`src/rtl/mem_wr_ctrl_pkg.sv`:
```
// Shared types for the byte-serial store path: store size codes, FSM states
// and the size-to-byte-count decode.
package mem_wr_ctrl_pkg;

    localparam int unsigned MEM_ADDR_BUS = 32;
    localparam int unsigned MEM_BUS      = 32;

    typedef enum logic [1:0] {
        SIZE_B  = 2'b00,
        SIZE_H  = 2'b01,
        SIZE_W  = 2'b10,
        SIZE_WX = 2'b11
    } st_size_e;

    typedef enum logic {
        IDLE = 1'b0,
        SEND = 1'b1
    } wr_state_e;

    function automatic logic [2:0] size_to_bytes(input logic [1:0] size);
        logic [2:0] n;
        case (size)
            SIZE_B:  n = 3'd1;
            SIZE_H:  n = 3'd2;
            default: n = 3'd4;
        endcase
        return n;
    endfunction

endpackage

```
`src/rtl/mem_wr_ctrl.sv`:
```
// Store-side memory controller: serialises one byte/half/word store onto the
// 8-bit memory bus, least significant byte first, one byte per cycle.
module mem_wr_ctrl
    import mem_wr_ctrl_pkg::*;
#(
    parameter int unsigned ADDR_W = MEM_ADDR_BUS,
    parameter int unsigned DATA_W = MEM_BUS
) (
    input  logic              clk,
    input  logic              rst,
    input  logic              st_valid,
    output logic              st_ready,
    input  logic [ADDR_W-1:0] st_addr,
    input  logic [DATA_W-1:0] st_data,
    input  logic [1:0]        st_size,
    output logic              st_done,
    output logic              mem_ctrl_wr,
    output logic [ADDR_W-1:0] mem_addr,
    output logic [7:0]        mem_data_o
);

    localparam int unsigned CNT_W = $clog2(DATA_W / 8) + 1;

    wr_state_e         state_q;
    logic [CNT_W-1:0]  cnt_q;
    logic [CNT_W-1:0]  nbytes_q;
    logic [ADDR_W-1:0] addr_q;
    logic [DATA_W-1:0] data_q;
    logic              wr_q;
    logic [ADDR_W-1:0] mem_addr_q;
    logic [7:0]        mem_data_q;
    logic              done_q;

    logic [ADDR_W-1:0] addr_d;
    logic [7:0]        lane_d;

    always_comb begin
        addr_d = addr_q + ADDR_W'(cnt_q);
        lane_d = data_q[{cnt_q, 3'b000} +: 8];
    end

    // Single-byte stores also pass through SEND, which only emits st_done;
    // this keeps st_ready low during the byte cycle and gives uniform latency.
    always_ff @(posedge clk or posedge rst) begin
        if (rst) begin
            state_q    <= IDLE;
            cnt_q      <= '0;
            nbytes_q   <= '0;
            addr_q     <= '0;
            data_q     <= '0;
            wr_q       <= 1'b0;
            mem_addr_q <= '0;
            mem_data_q <= '0;
            done_q     <= 1'b0;
        end else begin
            wr_q       <= 1'b0;
            mem_addr_q <= '0;
            mem_data_q <= '0;
            done_q     <= 1'b0;
            case (state_q)
                IDLE: begin
                    if (st_valid) begin
                        addr_q     <= st_addr;
                        data_q     <= st_data;
                        nbytes_q   <= CNT_W'(size_to_bytes(st_size));
                        wr_q       <= 1'b1;
                        mem_addr_q <= st_addr;
                        mem_data_q <= st_data[7:0];
                        cnt_q      <= CNT_W'(1);
                        state_q    <= SEND;
                    end
                end
                SEND: begin
                    if (cnt_q == nbytes_q) begin
                        done_q  <= 1'b1;
                        cnt_q   <= '0;
                        state_q <= IDLE;
                    end else begin
                        wr_q       <= 1'b1;
                        mem_addr_q <= addr_d;
                        mem_data_q <= lane_d;
                        cnt_q      <= cnt_q + CNT_W'(1);
                    end
                end
                default: state_q <= IDLE;
            endcase
        end
    end

    assign st_ready    = !rst && (state_q == IDLE);
    assign st_done     = done_q;
    assign mem_ctrl_wr = wr_q;
    assign mem_addr    = mem_addr_q;
    assign mem_data_o  = mem_data_q;

endmodule

```
`config.mk`:
```
export PLATFORM = sky130hd
export DESIGN_NAME = mem_wr_ctrl
export DESIGN_NICKNAME = d
export VERILOG_FILES = /design/src/rtl/mem_wr_ctrl_pkg.sv /design/src/rtl/mem_wr_ctrl.sv
export SDC_FILE = /design/constraint.sdc
export NUM_CORES = 1
export LEC_CHECK = 0
export CAP_MARGIN = 20
export CORE_AREA = 4 4 93 161
export CTS_BUF_LIST = sky130_fd_sc_hd__clkbuf_16
export DETAILED_ROUTE_END_ITERATION = 8
export DIE_AREA = 0 0 97 165
export PLACE_DENSITY = 0.66
export SLEW_MARGIN = 5
export SYNTH_ARGS = -nofsm -noshare
export SYNTH_HDL_FRONTEND = slang
export SYNTH_SLANG_ARGS = --single-unit
```
`constraint.sdc`:
```
create_clock -name clk -period 3.6 [get_ports clk]
set_input_delay 0.9 -clock clk [delete_from_list [all_inputs] [get_ports clk]]
set_output_delay 0.9 -clock clk [all_outputs]
set_load 0.01 [all_outputs]
```
Yosys cells after proc, flatten, opt, wreduce, memory -nomap -nowiden --
Cells that the tools add are included.
Storage, ports and cells: output and inout bits 43, word-level logic and storage cells 34, input bits 69, register bits after elaboration 112
Operators by class: eq/ne operators 3, reduce and logical (&&, ||, !) cells 4, shift operators 1, add/sub/neg operators 2, multiplexer cells 15, bitwise operators 1
Operators by type and width (number):
- two-way mux 32 bit | 2
- one-hot mux 32 bit (2 select lines) | 1
- adder 32 x 3 -> 32 bit | 1
- indexed part select 32 x 7 -> 8 bit | 1
- two-way mux 8 bit | 2
- one-hot mux 8 bit (2 select lines) | 1
- one-hot mux 3 bit (2 select lines) | 2
- two-way mux 3 bit | 2
- two-way mux 1 bit | 4
- adder 3 x 1 -> 3 bit, second input constant | 1
- == test 3 bit | 1
- == test 2 x 1 -> 1 bit, second input constant | 1
- zero test 2 bit | 1
- != test 2 bit, second input constant | 1
- one-hot mux 1 bit (2 select lines) | 1
- AND reduction 2 bit | 1
- logical AND 1 bit | 1
- zero test 1 bit | 1
- inverter 1 bit | 1

Depth between registers and ports, before layout --
Gate-level depths: netlist (run 1).
depth in word-level cells 3, mapped depth 7, mapped depth without buffers 7

Least setup slack after synthesis (run 1) --
Ideal clock, no wire load.
path kind register to register, from register cnt_q[0], to register mem_addr_q[22], in the netlist mem_addr[22], stages on the path, launching flop included 8, path buffers 0, clock period less this slack 2.194 ns, path slack 1.406 ns, arrival 2.068 ns, data required time 3.475 ns, setup time 0.125 ns, path through dfrtp_1 ha_1 inv_1 fa_1 nand2b_2 a2111oi_2 a211o_1 nand3_1
On the way: cells in the longest elaborated chain, start to end 3, elaborated cells between the ends (all ways) 4, those cells by class 1 x add/sub; 1 x eq/ne; 2 x mux
RTL lines:
- from (decl) | line mem_wr_ctrl.sv:25 | logic [CNT_W-1:0] cnt_q;
- from (signal assigned) | line mem_wr_ctrl.sv:82 | cnt_q <= cnt_q + CNT_W'(1);
- adder 32 x 3 -> 32 bit or == test 3 bit (tied branches) | line mem_wr_ctrl.sv:38, mem_wr_ctrl.sv:74
- two-way mux 32 bit (*) | line mem_wr_ctrl.sv:74 | if (cnt_q == nbytes_q) begin
- one-hot mux 32 bit (2 select lines) (*) | line mem_wr_ctrl.sv:60 | case (state_q)
- to (signal assigned) | line mem_wr_ctrl.sv:67 | mem_addr_q <= st_addr;
- to (signal assigned) | line mem_wr_ctrl.sv:80 | mem_addr_q <= addr_d;
- to (decl) | line mem_wr_ctrl.sv:30 | logic [ADDR_W-1:0] mem_addr_q;
Mark *: on every way between the ends. The rest lies on a longest branch, timed or not. A chain may end at the register's enable or synchronous reset.

Worst setup path after layout (run 1) --
from input rst, to output st_ready
On the way: cells in the longest elaborated chain, start to end 2
RTL lines:
- from (decl) | line mem_wr_ctrl.sv:10 | input logic rst,
- zero test 1 bit | line mem_wr_ctrl.sv:90 | assign st_ready = !rst && (state_q == IDLE);
- logical AND 1 bit | line mem_wr_ctrl.sv:90
- to (decl) | line mem_wr_ctrl.sv:12 | output logic st_ready,
No other way between the ends.

==> flow_summary_export.csv, run 1 <==
group,metric,value,unit
place,place_hpwl,10000,microns
final_layout,drive_above_1_share,0.0824,
sta,layout_min_cycle_time,2.92,ns
detailed_routing,vias,4553,
pwr,power_leakage,0.00317,uW
floorplanning,dieHeight,165,microns
synth,synth_area,0.00541,sq mm
detailed_routing,drtIter0Drc,306,
detailed_routing,antenna_left,0,
detailed_routing,drt_wl_total,14100,microns
synth,synth_largest_area_cell,"dfrtp_1",
synth,synthMostInstantiatedCell,"nand2_1",
synth,synth_edf_count,0,
final_layout,antenna_cells,0,
worst_setup_path,critPathLaunchType,"primary input",
sta,final-hold-violation-count,0,
synth,ys_seq_area_frac,0.518,
synth,synth.area.top_cells,"dfrtp_1, nand2_1, mux4_2, nand3_1, o21ai_0",
floorplanning,die_x,97,microns
synth,synthCells,577,
sta,fin_crit_sh,0.811,
clocking,clk_pin_slew_worst_paths,0.08,ns
clocking,cts-root-buf,"clkbuf_16",
worst_setup_path,critPathCaptureType,"output pin",
clocking,cts_hold_buf,0,
place,routabilityCongestion,0.792,
floorplanning,rows,57,
sta,timing.fmax,343,MHz
final_layout,area_growth,29.9,%
synth,netlist.area_leader.share,0.518,
place,dp_slack,0.676,ns
worst_setup_path,crit_required,2.70,ns
floorplanning,io_pins,112,
grt,grt.overflow.total,0,
grt,grt.total_usage,0.176,
sta,hold_slack,0.475,ns
floorplanning,dieArea,0.0160,sq mm
synth,syn_nets,651,
synth,yosys_warnings,0,
pwr,powerDensity,840,mW/mm^2
final_layout,nNetsFinal,749,
pwr,ir_drop,0.390,mV
sta,slew_headroom,0.373,
synth,synth_common_cells,"nand2_1, dfrtp_1, nand3_1",
worst_setup_path,crit_type,"primary input to output pin",
clocking,tritoncts,"yes",
floorplanning,core_area,0.0138,sq mm
synth,dominantRegCellSynth,"dfrtp_1",
grt,grt_max_degree,52,
place,place_inst,841,
final_layout,instances_no_fill,857,
sta,setup_ws,0.682,ns
pwr,p_total,5900,uW
clocking,h-tree-depth,3,
floorplanning,start_util,0.393,
sta,worstMarginPinSlew,0.940,ns
run_status,status,"finished clean",
grt,antenna_found_initial,0,
detailed_routing,vias_per_cell,5.31,
synth,async_flop_share,1.00,
sta,finalSetupViolCount,0,
grt,grt_pass1_vias,4591,
clocking,clk_path_buf_depth,2,
clocking,clk_latency,0.36,ns
sta,drv_slew,0,
clocking,post_cts_buffers,0,
hold_path,hold_class,"flip-flop to flip-flop",
clocking,postCtsResizedCells,0,
worst_setup_path,path_max_fanout,2,
synth,syn_avg_cell_area,9.37,sq um
sta,fin_skew,0.0114,ns
sta,setup_tns,0,ns
job,maxCapViolCount,0,
place,numPortBuffers,111,
clocking,cts_sinks,112,
grt,grt_pass1_wl,22600,microns
sta,rsz0062_at_grt,"false",
detailed_routing,wl_per_cell,16.4,microns
detailed_routing,drt_first_pass_iters,6,
synth,synth.distinct_cells,61,
clocking,numCtsBuffers,9,
worst_setup_path,worst_ep_arrival_time,2.02,ns
detailed_routing,drcViolationCount,0,
worst_setup_path,setup.reg_to_reg.worst_slack,1.06,ns
synth,postSynthRegisterBits,112,
[cell families (layout without fill, tap and decap cells)]
family	Yosys count	after routing	share of synthesized area
buffers and inverters	52	155	0.0428
multiplexers	8	8	0.0333
AO/OA/AOI/OAI	81	81	0.116
AND/OR/NAND/NOR	304	304	0.253
XOR/XNOR	15	15	0.0243
adder cells (fa/ha/maj)	5	5	0.0130
flip-flops	112	112	0.518
[critical path, stage by stage]
cell and delay, ns:
clkdlybuf4s50_1 0.46, nor2_1 0.11, clkdlybuf4s50_1 0.55
[path summary, 6_finish.rpt]
| path | from | endpoint | depth (start not counted) |
|---|---|---|---|
| worst max-delay path | rst | st_ready | 3 |
| worst min-delay path | data_q[21] | data_q[21] | 2 |
| worst max register to register | cnt_q[0] | mem_addr[20] | 7 |
| worst min register to register | data_q[21] | data_q[21] | 2 |
| max in group asynchronous | rst | data_q[0] | 3 |
| min in group asynchronous | rst | data_q[15] | 2 |
[flip-flops by register name, indices dropped and copies added, names as in the netlist]
register / count
st_done: 1
addr_q: 32
mem_addr: 32
mem_data_o: 8
nbytes_q: 3
cnt_q: 3
mem_ctrl_wr: 1
data_q: 32
[final cells by class]
| cell class | count | area [sq um] |
|---|---|---|
| inverters | 18 | 71.3 |
| well taps | 177 | 221 |
| clock inverters | 7 | 97.6 |
| repair buffers | 121 | 1220 |
| flip-flops and latches | 112 | 2800 |
| clock buffers | 9 | 225 |
| multi-input cells | 413 | 2380 |
| fillers | 1251 | 6740 |
[per-layer routing]
metal | track usage | part of all wire
met4 | 0.0760 | 0.025
met1 | 0.202 | 0.38
met5 | 0 | 0
met3 | 0.0237 | 0.043
met2 | 0.326 | 0.55
[stage by stage]
stage	area [sq um]	util
floorplan	5410	-
global placement	6700	0.487
detailed placement	6700	0.487
CTS	7030	0.510
global route	7030	0.510
finish	7030	0.510
[layout by cell type, fill, tap and decap left out, drive strengths merged, types with 3 or more instances in the layout]
| cell | synthesis | layout |
|---|---|---|
| a211o | 11 | 11 |
| nand3 | 23 | 23 |
| a22oi | 5 | 5 |
| mux4 | 8 | 8 |
| dfrtp | 112 | 112 |
| clkinv | 1 | 3 |
| nor2 | 14 | 14 |
| inv | 17 | 20 |
| nand2 | 216 | 216 |
| clkdlybuf4s50 | 0 | 111 |
| a21oi | 4 | 4 |
| clkbuf | 14 | 9 |
| and2 | 3 | 3 |
| a311o | 5 | 5 |
| a2111oi | 4 | 4 |
| nand4 | 18 | 18 |
| ha | 4 | 4 |
| or3 | 4 | 4 |
| xnor2 | 11 | 11 |
| buf | 20 | 10 |
| nor4 | 8 | 8 |
| nor3 | 6 | 6 |
| o21ai | 27 | 27 |
| o211ai | 6 | 6 |
| xor2 | 4 | 4 |
| nor2b | 3 | 3 |
[report_power, final]
part / total [uW] / switching [uW] / internal (uW) / leakage, uW
combinational: 2580 / 1380 / 1190 / 0.00160
clock: 1080 / 512 / 565 / 0.000159
sequential: 2250 / 421 / 1830 / 0.00141
total: 5900 / 2320 / 3590 / 0.00317
Note: power is estimated with default switching activity, not from simulation.
==> inputs of run 2 (changes only) <==
- clock period: 3.6 -> 2.68 ns (I/O delays scaled with it)
==> run 2 against run 1 <==
Compared with the run above: sequential power up 37%; via count up 0.44%; global-route usage down 0.11 points; critical path type unchanged; largest cell class unchanged.
==> flow_summary_export.csv, run 2 (synthesized netlist as in run 1, its figures left out) <==
group,metric,value,unit
hold_path,hold_class,"flip-flop to flip-flop",
sta,fin_skew,0.00921,ns
place,placed_area,0.00673,sq mm
grt,grtUsageMet1,0.198,
final_layout,instances_no_fill,862,
pwr,ir_drop,0.494,mV
clocking,cts_sinks,112,
final_layout,area_growth,29.9,%
sta,rsz0062_at_grt,"false",
pwr,power.internal,4780,uW
place,numPortBuffers,111,
pwr,p_seq_frac,0.390,
floorplanning,start_util,0.393,
pwr,powerDensity,1120,mW/mm^2
clocking,postCtsResizedCells,0,
worst_setup_path,crit_required,2.01,ns
pwr,power.share.clock,0.167,
job,maxCapViolCount,0,
sta,fin_crit_sh,0.915,
clocking,clk_pin_slew_worst_paths,0.08,ns
place,place_inst,845,
final_layout,multi_input_area,0.00238,sq mm
floorplanning,io_pins,112,
sta,setup_tns,0,ns
detailed_routing,drt_first_pass_iters,4,
floorplanning,core_area,0.0138,sq mm
floorplanning,dieHeight,165,microns
sta,hold_slack,0.478,ns
grt,grt_max_degree,113,
grt,grt_pass1_vias,4660,
sta,worstMarginPinSlew,0.855,ns
final_layout,ff_latch_area,0.00280,sq mm
sta,layout_min_cycle_time,2.45,ns
place,place_hpwl,9930,microns
grt,grtUsageMet2,0.315,
grt,grt_pass1_wl,22600,microns
final_layout,final_common_cell,"nand2_1",
worst_setup_path,crit_type,"primary input to output pin",
floorplanning,rows,57,
detailed_routing,wl_per_cell,16.1,microns
pwr,pwr-share-comb,0.443,
pwr,p_sw_frac,0.394,
sta,finalSetupViolCount,0,
clocking,clk_latency,0.35,ns
final_layout,antenna_cells,0,
worst_setup_path,critPathLaunchType,"primary input",
grt,grt.total_usage,0.175,
final_layout,mostFrequentLayoutCells,"nand2_1, dfrtp_1, clkdlybuf4s50_1",
detailed_routing,vias_per_cell,5.31,
pwr,power_leakage,0.00317,uW
final_layout,fill_cells,1233,
pwr,switchingPower,3110,uW
detailed_routing,drtIter0Drc,214,
detailed_routing,vias,4573,
grt,met3_usage,0.0262,
clocking,numCtsBuffers,9,
clocking,h-tree-depth,3,
run_status,status,"finished clean",
place,routabilityCongestion,0.795,
final_layout,nNetsFinal,754,
clocking,clk_path_buf_depth,2,
worst_setup_path,path_max_fanout,2,
sta,drv_slew,0,
clocking,post_cts_buffers,0,
grt,grt.overflow.total,0,
sta,timing.fmax,408,MHz
sta,slew_headroom,0.426,
clocking,cts-root-buf,"clkbuf_16",
floorplanning,die_x,97,microns
worst_setup_path,worst_ep_arrival_time,1.78,ns
floorplanning,dieArea,0.0160,sq mm
sta,final-hold-violation-count,0,
grt,grt_busiest_layer,"met2",
grt,antenna_found_initial,0,
pwr,p_total,7890,uW
clocking,tritoncts,"yes",
detailed_routing,drt_wl_total,13900,microns
final_layout,drive_above_1_share,0.0891,
detailed_routing,drcViolationCount,0,
detailed_routing,antenna_left,0,
clocking,cts_hold_buf,0,
final_layout,fin_area,0.00703,sq mm
worst_setup_path,critPathCaptureType,"output pin",
==> run 2: cell count changes in the layout (fill, tap and decap cells not counted) <==
| cell | before | now |
|---|---|---|
| bufinv_16 | 1 | 0 |
| inv_6 | 1 | 2 |
| clkinvlp_4 | 1 | 2 |
| clkbuf_4 | 0 | 1 |
| inv_8 | 3 | 2 |
| clkinv_2 | 0 | 1 |
| buf_4 | 7 | 11 |
| clkinv_8 | 1 | 0 |
==> run 2: power groups by stage <==
stage	Clock, uW	Sequential (uW)	Combinational (uW)
finish	1320	3080	3500
global route	1410	3170	3890
CTS	1340	3080	3560
detailed placement	0	3100	3530
global placement	0	3070	3460
floorplan	0	3010	2240
==> run 2: through the flow <==
stage | utilization | setup WS [ns]
3_5_place_dp | 0.489 | 0.230
6_report | 0.510 | 0.229
3_3_place_gp | 0.489 | 0.221
4_1_cts | 0.510 | 0.218
5_1_grt | 0.510 | 0.180
2_1_floorplan | - | 0.486
==> run 2: final cells by class <==
class,instances,area share
clock buffer,9,0.0321
tap,177,0.0315
inverter,18,0.0101
multi-input combinational,413,0.339
sequential,112,0.399
timing repair buffer,126,0.179
clock inverter,7,0.00873
==> run 2: worst paths after layout <==
| check | from | to | slack, ns | cells past startpoint |
|---|---|---|---|---|
| hold / removal | data_q[23] | data_q[23] | 0.48 | 2 |
| hold reg to reg | data_q[23] | data_q[23] | 0.48 | 2 |
| setup reg to reg | addr_q[0] | mem_addr[22] | 0.34 | 7 |
| setup / recovery | rst | st_ready | 0.23 | 3 |
| max in group asynchronous | rst | addr_q[6] | 1.39 | 3 |
| min in group asynchronous | rst | data_q[8] | 0.86 | 3 |
==> run 2: worst max-delay path, cell delays in order <==
cell,delay [ns]
clkdlybuf4s50_1,0.45
nor2_1,0.11
clkdlybuf4s50_1,0.55
==> run 2: metal layers <==
metal | share of wire | routed length, microns | vias to the layer above
li1 | - | - | 2173
met1 | 0.39 | 5390 | 2214
met2 | 0.53 | 7380 | 153
met3 | 0.042 | 579 | 33
met4 | 0.041 | 566 | 0
met5 | 0 | 0 | -
